**src/rtl/if_prefetch_queue.sv**
```systemverilog
`default_nettype none
// ============================================================================
// Module   : if_prefetch_queue
// Purpose  : Instruction fetch stage with a DEPTH-entry in-order prefetch queue
//            between a valid/ready instruction memory and the IF/ID boundary.
// Revision : 1.0 - initial release
// ============================================================================
module if_prefetch_queue #(
    parameter int              XLEN     = 32,
    parameter int              DEPTH    = 4,
    parameter logic [XLEN-1:0] RESET_PC = '0
) (
    input  logic            clk,
    input  logic            rstb,
    input  logic            redirect_valid,
    input  logic [XLEN-1:0] redirect_pc,
    output logic            imem_req_valid,
    input  logic            imem_req_ready,
    output logic [XLEN-1:0] imem_req_addr,
    input  logic            imem_rsp_valid,
    input  logic [31:0]     imem_rsp_data,
    output logic            ifid_valid,
    input  logic            ifid_ready,
    output logic [31:0]     ifid_inst,
    output logic [XLEN-1:0] ifid_pc
);

    localparam int AW = $clog2(DEPTH);
    localparam int DW = $clog2(2 * DEPTH) + 1;
    localparam logic [AW:0]     PTR_ONE  = (AW + 1)'(1);
    localparam logic [AW:0]     OCC_FULL = (AW + 1)'(DEPTH);
    localparam logic [DW-1:0]   DROP_ONE = DW'(1);
    localparam logic [XLEN-1:0] PC_STEP  = XLEN'(4);

    // Entries [head, pend) are FILLED, [pend, tail) are PENDING; the extra
    // pointer bit distinguishes a full queue from an empty one.
    logic [AW:0]     head_q, head_d;
    logic [AW:0]     pend_q, pend_d;
    logic [AW:0]     tail_q, tail_d;
    logic [XLEN-1:0] fetch_pc_q, fetch_pc_d;
    logic [DW-1:0]   drop_cnt_q, drop_cnt_d;
    logic [XLEN-1:0] pc_q   [DEPTH];
    logic [XLEN-1:0] pc_d   [DEPTH];
    logic [31:0]     inst_q [DEPTH];
    logic [31:0]     inst_d [DEPTH];

    logic [AW:0]     occupancy;
    logic [AW:0]     pend_cnt;
    logic            head_filled;
    logic            req_fire;
    logic            deq;
    logic [DW-1:0]   drop_sum;
    logic            unused_redirect_lsbs;

    assign occupancy   = tail_q - head_q;
    assign pend_cnt    = tail_q - pend_q;
    assign head_filled = (head_q != pend_q);

    assign imem_req_valid = rstb && (occupancy < OCC_FULL) && !redirect_valid;
    assign imem_req_addr  = fetch_pc_q;
    assign req_fire       = imem_req_valid && imem_req_ready;
    assign deq            = head_filled && ifid_ready && !redirect_valid;

    assign ifid_valid = head_filled;
    assign ifid_inst  = head_filled ? inst_q[head_q[AW-1:0]] : 32'h0;
    assign ifid_pc    = head_filled ? pc_q[head_q[AW-1:0]]   : '0;

    assign unused_redirect_lsbs = ^redirect_pc[1:0];

    always_comb begin
        head_d     = head_q;
        pend_d     = pend_q;
        tail_d     = tail_q;
        fetch_pc_d = fetch_pc_q;
        drop_cnt_d = drop_cnt_q;
        pc_d       = pc_q;
        inst_d     = inst_q;
        drop_sum   = drop_cnt_q + DW'(pend_cnt);

        if (redirect_valid) begin
            // Every outstanding PENDING request turns into a response to discard.
            head_d     = tail_q;
            pend_d     = tail_q;
            fetch_pc_d = {redirect_pc[XLEN-1:2], 2'b00};
            if (imem_rsp_valid && (drop_sum != '0)) begin
                drop_cnt_d = drop_sum - DROP_ONE;
            end else begin
                drop_cnt_d = drop_sum;
            end
        end else begin
            if (req_fire) begin
                pc_d[tail_q[AW-1:0]] = fetch_pc_q;
                tail_d               = tail_q + PTR_ONE;
                fetch_pc_d           = fetch_pc_q + PC_STEP;
            end
            if (imem_rsp_valid) begin
                if (drop_cnt_q != '0) begin
                    drop_cnt_d = drop_cnt_q - DROP_ONE;
                end else if (pend_q != tail_q) begin
                    inst_d[pend_q[AW-1:0]] = imem_rsp_data;
                    pend_d                 = pend_q + PTR_ONE;
                end
            end
            if (deq) begin
                head_d = head_q + PTR_ONE;
            end
        end
    end

    always_ff @(posedge clk or negedge rstb) begin
        if (!rstb) begin
            head_q     <= '0;
            pend_q     <= '0;
            tail_q     <= '0;
            fetch_pc_q <= RESET_PC;
            drop_cnt_q <= '0;
            for (int i = 0; i < DEPTH; i++) begin
                pc_q[i]   <= '0;
                inst_q[i] <= '0;
            end
        end else begin
            head_q     <= head_d;
            pend_q     <= pend_d;
            tail_q     <= tail_d;
            fetch_pc_q <= fetch_pc_d;
            drop_cnt_q <= drop_cnt_d;
            pc_q       <= pc_d;
            inst_q     <= inst_d;
        end
    end

endmodule
`default_nettype wire

```
**config.mk**
```make
export PLATFORM = sky130hd
export DESIGN_NAME = if_prefetch_queue
export DESIGN_NICKNAME = d
export VERILOG_FILES = /design/src/rtl/if_prefetch_queue.sv
export SDC_FILE = /design/constraint.sdc
export NUM_CORES = 1
export LEC_CHECK = 0
export CORE_AREA = 2 2 162 164
export CTS_CLUSTER_SIZE = 24
export DETAILED_ROUTE_END_ITERATION = 7
export DIE_AREA = 0 0 164 166
export PLACE_DENSITY = 0.79
export SLEW_MARGIN = 20
export SYNTH_ARGS = -nofsm -noshare
export SYNTH_HDL_FRONTEND = slang
export SYNTH_SLANG_ARGS = --single-unit
```
**constraint.sdc**
```tcl
create_clock -name clk -period 2.98 [get_ports clk]
set_input_delay 0.447 -clock clk [delete_from_list [all_inputs] [get_ports clk]]
set_output_delay 0.447 -clock clk [all_outputs]
set_load 0.005 [all_outputs]
```
Word-level counts from Yosys, hierarchy flattened
Cells that the tools add are included.
{ "op_classes": {"eq_ne": 3, "n_mux": 26, "n_reduce_logical": 20, "add_sub_neg": 9, "bitwise_logic": 5, "order_cmp": 6} }
{ "ops": {"columns": ["cell", "count"], "rows": [
  ["2-to-1 mux 32 bit", 10],
  ["bitwise mux 128 bit", 2],
  ["binary-select mux 32 bit (select 2 bit)", 2],
  ["demux 32 bit (select 2 bit)", 2],
  ["adder 32 x 3 -> 32 bit, second input constant", 1],
  ["2-to-1 mux 3 bit", 6],
  ["2-to-1 mux 4 bit", 4],
  ["nonzero test 2 bit", 5],
  ["adder 3 x 1 -> 3 bit, second input constant", 3],
  [">= comparator 3 bit, second input constant", 3],
  ["inverter 2 -> 3 bit", 3],
  ["logical AND 1 bit", 8],
  ["nonzero test 4 bit", 2],
  ["subtractor 4 x 1 -> 4 bit, second input constant", 2],
  ["less-than comparator 3 x 1 -> 1 bit, second input constant", 2],
  ["inequality test 3 bit", 2],
  ["subtractor 3 bit", 2],
  ["adder 4 x 3 -> 4 bit", 1],
  ["AND reduction 2 bit", 2],
  ["AND reduction 4 bit", 1],
  ["less-than comparator 3 bit, second input constant", 1],
  ["AND reduction 3 bit", 1],
  ["inequality test 2 bit, second input constant", 1],
  ["inverter 1 bit", 2],
  ["logical NOT 1 bit", 1]
]} }
{ "word_totals": {"wordCells": 82, "register_bits": 301} }

Depth between registers and ports, before layout
Gate-level depths: netlist of run 1.
{ "depth": {"word_depth": 7, "ltp_mapped": 11} }

Least setup slack after synthesis of run 1
No wires, ideal clock.
{ "synth_path": {"kind": "register -> register", "startpoint": "register head_q[1]", "endpoint": "register pc_q[2] (netlist name)", "path_buffers": 4, "required_ns": 2.855, "synth_period_minus_slack_ns": 2.736, "slack_ns": 0.244, "stages_incl_launch_ff": 11, "arrival_time_ns": 2.611, "cell_sequence": "dfrtp_1 clkbuf_1 clkbuf_1 inv_1 ha_1 a21o_1 buf_2 mux2i_1 nand2_1 clkbuf_1 mux2_2"} }
{ "synth_between": {"elab_chain_cells": 6} }
{ "synth_lines": {"columns": ["item", "line_no", "text"], "rows": [
  ["from (decl)", "37", "logic [AW:0] head_q, head_d;"],
  ["from (signal assigned)", "112", "head_q <= '0;"],
  ["from (signal assigned)", "122", "head_q <= head_d;"],
  ["subtractor 3 bit", "55", "assign occupancy = tail_q - head_q;"],
  ["less-than comparator 3 bit", "59", "assign imem_req_valid = rstb && (occupancy < OCC_FULL) && !redirect_valid;"],
  ["logical AND 1 bit (2 in series)", "59", null],
  ["logical AND 1 bit", "61", "assign req_fire = imem_req_valid && imem_req_ready;"],
  ["AND reduction 2 bit (no source line)", null, null],
  ["to (signal assigned)", "127", "pc_q <= pc_d;"],
  ["to (decl)", "42", "logic [XLEN-1:0] pc_q [DEPTH];"]
]} }
Every way passes these cells.
A chain may end at the register's enable or synchronous reset.

Worst setup path in the final report of run 1
{ "layout_path": {"startpoint": "register head_q[0]", "endpoint": "output port ifid_pc[24]"} }
{ "layout_between": {"elab_chain_cells": 5, "word_cells_on_any_way": 6} }
{ "layout_lines": {"columns": ["item", "line_no", "text"], "rows": [
  ["inverter 2 -> 3 bit (not written as such)", "66", "assign ifid_pc = head_filled ? pc_q[head_q[AW-1:0]] : '0;"],
  ["binary-select mux 32 bit (select 2 bit)", "66", null],
  ["2-to-1 mux 32 bit (not written as such) (2 in series)", "66", null],
  ["2-to-1 mux 32 bit (*)", "66", null],
  ["to (decl)", "25", "output logic [XLEN-1:0] ifid_pc"]
]} }
Mark *: on every way between the ends. The rest lies on a longest branch, timed or not. The select of a mux whose other input is x is not followed.

==> results of run 1 <==
==> final timing paths <==
kind / startpoint / end / slack [ns] / cells after the start
hold / removal: rstb / imem_req_addr[9]$_DFFE_PN0N_ / 0.04 / 2
hold reg to reg: pc_q[60]$_DFFE_PN0P_ / pc_q[60]$_DFFE_PN0P_ / 0.49 / 1
setup / recovery: head_q[0]$_DFFE_PN0P_ / ifid_pc[24] / 0.05 / 4
setup reg to reg: tail_q[0]$_DFFE_PN0P_ / drop_cnt_q[1]$_DFFE_PN0P_ / 0.20 / 11
max in group asynchronous: rstb / head_q[0]$_DFFE_PN0P_ / 1.72 / 3
min in group clk: redirect_pc[23] / imem_req_addr[23]$_DFFE_PN0N_ / 0.46 / 3
==> per-layer routing <==
layer	global-route usage (%)	routed length [um]	vias to the layer above
met2	39.2	15600	269
met1	33.6	13900	4742
li1	-	-	4082
met4	5.34	458	0
met5	0	0	-
met3	4.05	1830	34
==> stage by stage <==
stage	std cells	TNS, ns
final	1546	0
after global routing	1546	-0.191
after CTS	1543	-0.0161
after detailed placement	1483	0
after global placement	1483	0
after floorplan	1019	0
==> synthesized netlist by cell type (all sizes together) (3+ instances only) <==
master	n	area [um^2]
or3	7	43.8
inv	18	67.6
nand3	17	90.1
nor2b	66	413
mux2i	8	80.1
o211ai	5	37.5
a31oi	10	62.6
a221o	3	30.0
mux4	62	1400
o311ai	21	184
o41ai	3	26.3
buf	43	223
a21oi	7	35.0
or4	11	82.6
xnor2	12	105
nor3b	4	30.0
nand2	44	165
o21ai	8	40.0
xor2	7	61.3
nor3	4	20.0
nor4	5	37.5
o31ai	7	52.6
nand4	6	37.5
clkbuf	33	125
dfrtp	291	7280
nand2b	3	18.8
ha	19	238
mux2	252	2840
a21o	3	22.5
nor2	20	75.1
==> flip-flops by register name, summed over array words and instances (netlist names) <==
| name | flops |
|---|---|
| head_q | 3 |
| pend_q | 3 |
| drop_cnt_q | 4 |
| tail_q | 3 |
| inst_q | 128 |
| pc_q | 120 |
| imem_req_addr | 30 |
==> report_power, final <==
part	total (W)	internal [W]	switching, W
Sequential	0.00643	0.00550	0.000923
Clock	0.00388	0.00235	0.00153
Combinational	0.00763	0.00458	0.00305
==> what timing repair did <==
action	in CTS	in global routing
pin swaps	2	2
resized for setup	15	23
endpoints found under the hold margin	0	0
endpoints found under the setup margin	64	53
gates cloned	1	0
buffers inserted	3	3
==> area by class of cell <==
class / count / share of cell area [%]
flip-flops and latches: 291 / 41.9
multi-input cells: 634 / 37.0
repair buffers: 212 / 12.4
clock buffers: 43 / 4.95
well taps: 335 / 2.41
clock inverters: 13 / 0.986
inverters: 18 / 0.388
==> kinds of logic (layout without fill, tap and decap cells) <==
| group | after synthesis | after routing | share of synthesized area, % |
|---|---|---|---|
| multiplexers | 322 | 322 | 30.7 |
| flip-flops | 291 | 291 | 51.7 |
| AND/OR/NAND/NOR | 194 | 194 | 7.54 |
| buffers and inverters | 94 | 286 | 2.95 |
| AO/OA/AOI/OAI | 74 | 74 | 3.94 |
| adder cells (fa/ha/maj) | 21 | 21 | 1.97 |
| XOR/XNOR | 19 | 19 | 1.18 |
| other | 1 | 4 | 0.0266 |
==> results.sh, run 1 <==
export IMPL_status="finished clean"
export IMPL_overflow=0
export IMPL_cts_buffers=31
export IMPL_dieWidth_um=164
export IMPL_maxCapViolCount=0
export IMPL_start_kind="register"
export IMPL_cts_tree="yes"
export IMPL_antennaDiodeCount=0
export IMPL_grt_pass1_wl_mm=51.6
export IMPL_design_die_area_um2=27200
export IMPL_layout_common_cells="dfrtp_1 (288), mux2_2 (246), clkdlybuf4s50_1 (146), mux4_2 (62), nor2b_1 (60)"
export IMPL_setup_ws_ns=0.0545
export IMPL_crit_path_cell_trace="buf_16, mux4_2, nor2b_2, clkdlybuf4s50_1"
export IMPL_fin_nets=1279
export IMPL_drt_wirelength_per_cell_um=20.6
export IMPL_first_pass_iters=5
export IMPL_syn_area_um2=14100
export IMPL_worst_path_buf_inv=2
export IMPL_synth_main_ff_cell="dfrtp_1"
export IMPL_cp_end_kind="output port"
export IMPL_crit_type="reg2out"
export IMPL_gp_congestion=0.843
export IMPL_rsz0062_at_grt="true"
export IMPL_path_clk_slew_ns=0.06
export IMPL_clock_path_buffers=3
export IMPL_slew_headroom_pct=40.9
export IMPL_hold_buffers=0
export IMPL_coreArea_um2=25600
export IMPL_h_tree_depth=1
export IMPL_power_w=0.0179
export IMPL_grt_start_max_net_pins=159
export IMPL_syn_instance_count=1016
export IMPL_crit_arrival_ns=2.48
export IMPL_drt_iter0_drc=689
export IMPL_worst_slew_pin_slew_ns=0.887
export IMPL_ys_seq_area_share_pct=51.7
export IMPL_avgSynthCellArea_um2=13.9
export IMPL_cpLargestDelayFamily="buffers and inverters"
export IMPL_ios=168
export IMPL_dp_hpwl_mm=20.5
export IMPL_clkSinkCount=291
export IMPL_fin_skew_ns=0.0167
export IMPL_layout_commonest_cell="dfrtp_1"
export IMPL_num_rows=59
export IMPL_finalMaxSlewViolations=0
export IMPL_setup_viol=0
export IMPL_period_needed_ns=2.93
export IMPL_utilization_pct=67.9
export IMPL_synth_seq_cells=291
export IMPL_synth_distinct_cells=50
export IMPL_max_vdd_ir_drop_mv=0.571
export IMPL_grt_usage_pct=23.8
export IMPL_synth_async_reset_ratio_pct=100
export IMPL_path_max_fanout=24
export IMPL_p_leak_nw=8.06
export IMPL_drive_gt1_share_pct=35.5
export IMPL_clk_latency_ns=0.56
export IMPL_dpl_cell_area_um2=16200
export IMPL_avgViaCountPerCell=5.90
export IMPL_required_ns=2.53
export IMPL_antenna_found_initial=0
export IMPL_pre_cts_slack_ns=0.0856
export IMPL_post_route_drc_count=0
export IMPL_crit_slowest_cell="dfrtp_4"
export IMPL_fmax_ghz=0.342
export IMPL_root_buffer="clkbuf_16"
export IMPL_drt_wl_total_mm=31.8
export IMPL_nFillCells=1780
export IMPL_synth_warnings=0
export IMPL_power_density_nw_per_um2=1030
export IMPL_die_height_um=166
export IMPL_finalHoldViolCount=0
export IMPL_io_buffers=161
export IMPL_cpPeakStageDelay_ns=0.52
export IMPL_synth_edf_count=0
export IMPL_ant_nets=0
export IMPL_finalInstanceArea_um2=17400
export IMPL_syn_to_final_growth_pct=23.5
export IMPL_vias=9127
export IMPL_multi_input_area_um2=6440
export IMPL_hold_path_class="in2async"
export IMPL_timing_final_crit_share_pct=98.2
export IMPL_grt_pass1_vias=9652
export IMPL_regArea_um2=7290
export IMPL_whs_ns=0.0430
export IMPL_start_util_pct=55.0
Power figures use the tool's default switching activity.
==> run 2: changes to the inputs <==
--- a/config.mk
+++ b/config.mk
@@ -10,7 +10,6 @@
 export DETAILED_ROUTE_END_ITERATION = 7
 export DIE_AREA = 0 0 164 166
 export PLACE_DENSITY = 0.79
-export SLEW_MARGIN = 20
 export SYNTH_ARGS = -nofsm -noshare
 export SYNTH_HDL_FRONTEND = slang
 export SYNTH_SLANG_ARGS = --single-unit
==> results of run 2 <==
Same layout as run 1: the final DEF is identical, and so are final timing and power.
